==> src/rtl/mux_sel_rr_arbiter_pkg.sv <==
// rtl/mux_sel_rr_arbiter_pkg.sv - shared widths, state encoding and helpers for the mux arbiter
package mux_sel_rr_arbiter_pkg;

  localparam int NUM_CH = 4;
  localparam int SEL_W  = 2;

  typedef enum logic [1:0] {
    ST_IDLE  = 2'd0,
    ST_GRANT = 2'd1,
    ST_GAP   = 2'd2
  } arb_state_e;

  function automatic logic [NUM_CH-1:0] onehot(input logic [SEL_W-1:0] idx);
    return NUM_CH'(1) << idx;
  endfunction

endpackage

==> src/rtl/mux_sel_rr_arbiter_rr_pick4.sv <==
// rtl/mux_sel_rr_arbiter_rr_pick4.sv - combinational round-robin pick over four requests
module rr_pick4
  import mux_sel_rr_arbiter_pkg::*;
(
  input  logic [NUM_CH-1:0] req_i,
  input  logic [SEL_W-1:0]  ptr_i,
  output logic [SEL_W-1:0]  idx_o,
  output logic              valid_o
);

  logic [SEL_W-1:0] cand;

  // Scan from the farthest offset down so the requester nearest the pointer wins last.
  always_comb begin
    idx_o   = '0;
    valid_o = 1'b0;
    cand    = '0;
    for (int k = NUM_CH - 1; k >= 0; k--) begin
      cand = ptr_i + SEL_W'(k);
      if (req_i[cand]) begin
        idx_o   = cand;
        valid_o = 1'b1;
      end
    end
  end

endmodule

==> src/rtl/mux_sel_rr_arbiter.sv <==
// rtl/mux_sel_rr_arbiter.sv - round-robin owner arbiter driving a 4:1 mux select/enable
module mux_sel_rr_arbiter
  import mux_sel_rr_arbiter_pkg::*;
#(
  parameter int MAX_HOLD = 8
) (
  input  logic              clk_i,
  input  logic              rst_i,
  input  logic [NUM_CH-1:0] req_i,
  input  logic              done_i,
  output logic [SEL_W-1:0]  sel_o,
  output logic              enable_o,
  output logic [NUM_CH-1:0] grant_o,
  output logic              timeout_o,
  output logic              busy_o
);

  localparam int HOLD_W = $clog2(MAX_HOLD + 1);
  localparam logic [HOLD_W-1:0] HOLD_LAST = HOLD_W'(MAX_HOLD - 1);

  arb_state_e        state_q, state_d;
  logic [SEL_W-1:0]  sel_q, sel_d;
  logic [NUM_CH-1:0] grant_q, grant_d;
  logic              enable_q, enable_d;
  logic              timeout_q, timeout_d;
  logic              busy_q, busy_d;
  logic [SEL_W-1:0]  ptr_q, ptr_d;
  logic [HOLD_W-1:0] hold_q, hold_d;

  logic [SEL_W-1:0]  pick_idx;
  logic              pick_valid;
  logic              hold_expired;
  logic              owner_released;

  rr_pick4 u_pick (
    .req_i   (req_i),
    .ptr_i   (ptr_q),
    .idx_o   (pick_idx),
    .valid_o (pick_valid)
  );

  // The owner is always the current select value while a grant is active.
  assign hold_expired   = (hold_q == HOLD_LAST);
  assign owner_released = done_i || !req_i[sel_q];

  // Next-state and registered-output decode; Sel only moves when a new grant starts.
  always_comb begin
    state_d   = state_q;
    sel_d     = sel_q;
    grant_d   = grant_q;
    enable_d  = enable_q;
    timeout_d = 1'b0;
    ptr_d     = ptr_q;
    hold_d    = hold_q;

    case (state_q)
      ST_IDLE, ST_GAP: begin
        if (pick_valid) begin
          state_d  = ST_GRANT;
          sel_d    = pick_idx;
          grant_d  = onehot(pick_idx);
          enable_d = 1'b1;
          hold_d   = '0;
        end else begin
          state_d  = ST_IDLE;
          grant_d  = '0;
          enable_d = 1'b0;
        end
      end

      ST_GRANT: begin
        if (owner_released || hold_expired) begin
          state_d   = ST_GAP;
          grant_d   = '0;
          enable_d  = 1'b0;
          ptr_d     = sel_q + SEL_W'(1);
          timeout_d = hold_expired && !owner_released;
        end else begin
          hold_d = hold_q + 1'b1;
        end
      end

      default: begin
        state_d  = ST_IDLE;
        grant_d  = '0;
        enable_d = 1'b0;
      end
    endcase

    busy_d = (state_d != ST_IDLE);
  end

  // State, pointer, hold counter and output registers; reset clears outputs immediately.
  always_ff @(posedge clk_i or posedge rst_i) begin
    if (rst_i) begin
      state_q   <= ST_IDLE;
      sel_q     <= '0;
      grant_q   <= '0;
      enable_q  <= 1'b0;
      timeout_q <= 1'b0;
      busy_q    <= 1'b0;
      ptr_q     <= '0;
      hold_q    <= '0;
    end else begin
      state_q   <= state_d;
      sel_q     <= sel_d;
      grant_q   <= grant_d;
      enable_q  <= enable_d;
      timeout_q <= timeout_d;
      busy_q    <= busy_d;
      ptr_q     <= ptr_d;
      hold_q    <= hold_d;
    end
  end

  assign sel_o     = sel_q;
  assign enable_o  = enable_q;
  assign grant_o   = grant_q;
  assign timeout_o = timeout_q;
  assign busy_o    = busy_q;

endmodule

==> config.mk <==
export PLATFORM = sky130hd
export DESIGN_NAME = mux_sel_rr_arbiter
export DESIGN_NICKNAME = d
export VERILOG_FILES = /design/src/rtl/mux_sel_rr_arbiter_pkg.sv /design/src/rtl/mux_sel_rr_arbiter_rr_pick4.sv /design/src/rtl/mux_sel_rr_arbiter.sv
export SDC_FILE = /design/constraint.sdc
export NUM_CORES = 1
export LEC_CHECK = 0
export BUFFER_PORTS_ARGS = -buffer_cell sky130_fd_sc_hd__buf_2
export CAP_MARGIN = 20
export CORE_MARGIN = 2
export CORE_UTILIZATION = 47
export CTS_CLUSTER_SIZE = 25
export DETAILED_ROUTE_END_ITERATION = 10
export MAX_ROUTING_LAYER = met4
export PLACE_DENSITY = 0.72
export RECOVER_POWER = 50
export SLEW_MARGIN = 15
export SYNTH_ARGS = -nofsm -noshare
export SYNTH_HDL_FRONTEND = slang
export SYNTH_SLANG_ARGS = --single-unit
==> constraint.sdc <==
create_clock -name clk_i -period 1.6 [get_ports clk_i]
set_input_delay 0.08 -clock clk_i [delete_from_list [all_inputs] [get_ports clk_i]]
set_output_delay 0.08 -clock clk_i [all_outputs]
set_load 0.02 [all_outputs]
==> impl_metrics.json <==
{
  "critPathRequiredTime_ns": 1.80,
  "clock_tree.buffer_depth": 2,
  "initial_core_util_pct": 50.22,
  "die_area_sq_um": 2204,
  "grt_antenna_before_repair": 0,
  "finish.utilization_pct": 65.29,
  "grtUsageTotal_pct": 21.18,
  "cp-start-kind": "flip-flop",
  "critPathMaxStageDelay_ns": 0.45,
  "rsz0062_at_grt": "true",
  "final_layout_size_suffix_gt1_share_pct": 35.45,
  "max_freq_ghz": 0.6367,
  "synth_flop_cell": "dfrtp_1",
  "worst_slew_pin_slew_ns": 0.6502,
  "status": "finished, final reports clean",
  "pwr-share-comb_pct": 50.7,
  "synth_seq_cells": 17,
  "tns_ns": 0,
  "dp_slack_ns": -0.007335,
  "drt-total-wl_mm": 1.949,
  "gp_congestion": 0.8012,
  "n_antenna_cell": 0,
  "relSlewSlack_pct": 56.61,
  "clk_transition_reported_paths_ns": 0.11,
  "cts_made_buffers": 3,
  "first_iter_violations": 13,
  "ys_seq_area_share_pct": 49.06,
  "grt_pass1_vias": 666,
  "synth_edf_count": 0,
  "ir_drop_mv": 0.8882,
  "synthCells": 77,
  "hold_viol": 0,
  "p_per_area_nw_per_um2": 1749,
  "path_max_fanout": 6,
  "io_pins": 16,
  "post_synth.cell_area_avg_sq_um": 11.26,
  "fin_nets": 119,
  "grt_start_max_net_pins": 18,
  "p_switching_mw": 0.8072,
  "endpoint_kind": "flip-flop",
  "setup_viol_count_final": 0,
  "drt_first_pass_iters": 4,
  "hpwlAfterDp_mm": 1.387,
  "hp-class": "input pin to flip-flop",
  "htreeDepth": 1,
  "grt_overflow": 0,
  "drtAntennaViolNets": 0,
  "fin_crit_sh_pct": 98.16,
  "cts_tree": "yes",
  "worstPathCellList": "mux2_4 > a32oi_4 > nor2_1 > a22o_1",
  "netlist_area_sq_um": 867.1,
  "maxCapViolCount": 0,
  "vias": 756,
  "final_max_slew_viol_count": 0,
  "via_per_inst": 5.600,
  "clock_latency_ns": 0.30,
  "p_clk_share_pct": 12.4,
  "swShare_pct": 40.95,
  "cts.sinks": 17,
  "finClkSkew_ns": 0.005084,
  "power_leakage_nw": 0.5230,
  "yosysWarnings": 0,
  "die_w_um": 46.95,
  "crit_type": "flip-flop to flip-flop",
  "num_rows": 15,
  "synth_top_cell_area_share_pct": 49.06,
  "grt_pass1_wl_mm": 3.105,
  "yosys.cell_types.count": 37,
  "synth_area_leader_cell": "dfrtp_1",
  "seqPwrFrac_pct": 36.9,
  "core_sq_um": 1727,
  "fin_ws_ns": 0.02936,
  "drc_errors": 0,
  "root_buffer": "clkbuf_4",
  "p_int_mw": 1.164,
  "synth_area_leaders": "dfrtp_1 (49%), mux2_2 (3.9%), a32oi_4 (3.2%)",
  "cp_slowest_cell": "dfrtp_2",
  "die_y_um": 46.95,
  "portBuffers": 15,
  "synth_fp_nets": 85,
  "wl_per_cell_um": 14.44,
  "period_needed_ns": 1.571,
  "syn_to_final_growth_pct": 30.01,
  "crit_arrival_ns": 1.77,
  "ys_async_sr_fraction_pct": 100.0
}
==> worst max-delay path: cells and delay by family, from the launching register on <==
kind / cells / cell delay (ns)
compound gates: 2 / 0.53
flops: 1 / 0.45
mux: 1 / 0.32
simple gates: 1 / 0.17
==> kinds of logic after synthesis <==
family          after synthesis  synth area share [%]
buf+inv                       5                 2.165
compound gates               26                 24.68
mux                           5                 6.781
fa+ha+maj                     1                 1.443
flops                        17                 49.06
simple gates                 22                 14.86
xor+xnor                      1                 1.010
==> area by class of cell <==
cell class	instances	area, sq um
inverters	5	18.77
repair buffers	29	173.9
multi-input cells	55	449.2
flip-flops and latches	17	427.9
clock buffers	4	26.28
fillers	150	599.3
well taps	25	31.28
==> metrics by stage <==
step	area, sq um	hold slack [ns]	power [mW]	cells
floorplan	892.1	0.005932	1.340	77
global placement	1066	0.1950	1.659	126
detailed placement	1066	0.2045	1.681	126
CTS	1121	0.1807	1.950	133
global route	1127	0.1831	2.107	135
finish	1127	0.1650	1.971	135
==> metal layers <==
layer  vias up  GRT usage, %  wire, um
met5         -             -         0
met4         0         6.667        41
met3         8         4.615       133
met2        27         32.33       922
met1       364         28.09       851
li1        357             -         -
==> power by group through the flow <==
stage / registers (mW) / logic [mW] / clock network (mW)
4_1_cts: 0.733 / 0.980 / 0.237
6_report: 0.728 / 0.999 / 0.245
2_1_floorplan: 0.853 / 0.487 / 0
5_1_grt: 0.751 / 1.10 / 0.260
3_5_place_dp: 0.748 / 0.933 / 0
3_3_place_gp: 0.741 / 0.918 / 0
==> final timing paths <==
path                                           start                     end  slack [ns]  cells past startpoint
worst max-delay path            sel_o[0]$_DFFE_PP0P_  grant_o[2]$_DFFE_PP0P_        0.03                      4
worst min-delay path                        req_i[3]  grant_o[1]$_DFFE_PP0P_        0.17                      3
worst max register to register  sel_o[0]$_DFFE_PP0P_  grant_o[2]$_DFFE_PP0P_        0.03                      4
worst min register to register  enable_o$_DFFE_PP0P_    enable_o$_DFFE_PP0P_        0.50                      1
max in group asynchronous                      rst_i    sel_o[1]$_DFFE_PP0P_        0.75                      3
min in group asynchronous                      rst_i    ptr_q[0]$_DFFE_PP0P_        0.40                      3
==> what timing repair did <==
action	in CTS	in global routing
pin swaps	4	3
endpoints found under the setup margin	2	9
hold endpoints to repair	17	0
hold buffers	1	0
setup buffers	2	2
gates resized for setup	1	0
==> placed cells by master (no fill, tap or decap), types with 2 or more instances in the layout <==
master     Yosys  routed
clkbuf_1       0       8
nand2_1        4       4
a21oi_1        3       2
o2bb2ai_1      2       2
nor2_1         6       6
o21ai_0        3       3
o21a_1         2       2
a22o_1         2       2
mux2_4         1       2
mux2_2         3       2
nor3b_2        0       2
buf_4          0      13
clkbuf_4       0       3
and2b_2        2       2
a21o_1         2       2
dfrtp_1       17      15
dfrtp_2        0       2
buf_2          0       8
inv_1          5       5
==> cell usage after synthesis (2+ instances only) <==
cell type,n
a22o_1,2
o21ai_0,3
a21oi_1,3
o2bb2ai_1,2
nor2_1,6
dfrtp_1,17
and2b_2,2
a21o_1,2
inv_1,5
nand2_1,4
mux2_2,3
nor3b_1,2
o21a_1,2
==> registers in the layout, indices dropped and copies added, names as in the netlist <==
register   count
sel_o          2
grant_o        4
hold_q         4
state_q        2
timeout_o      1
busy_o         1
enable_o       1
ptr_q          2
(Power assumes the default switching activity.)
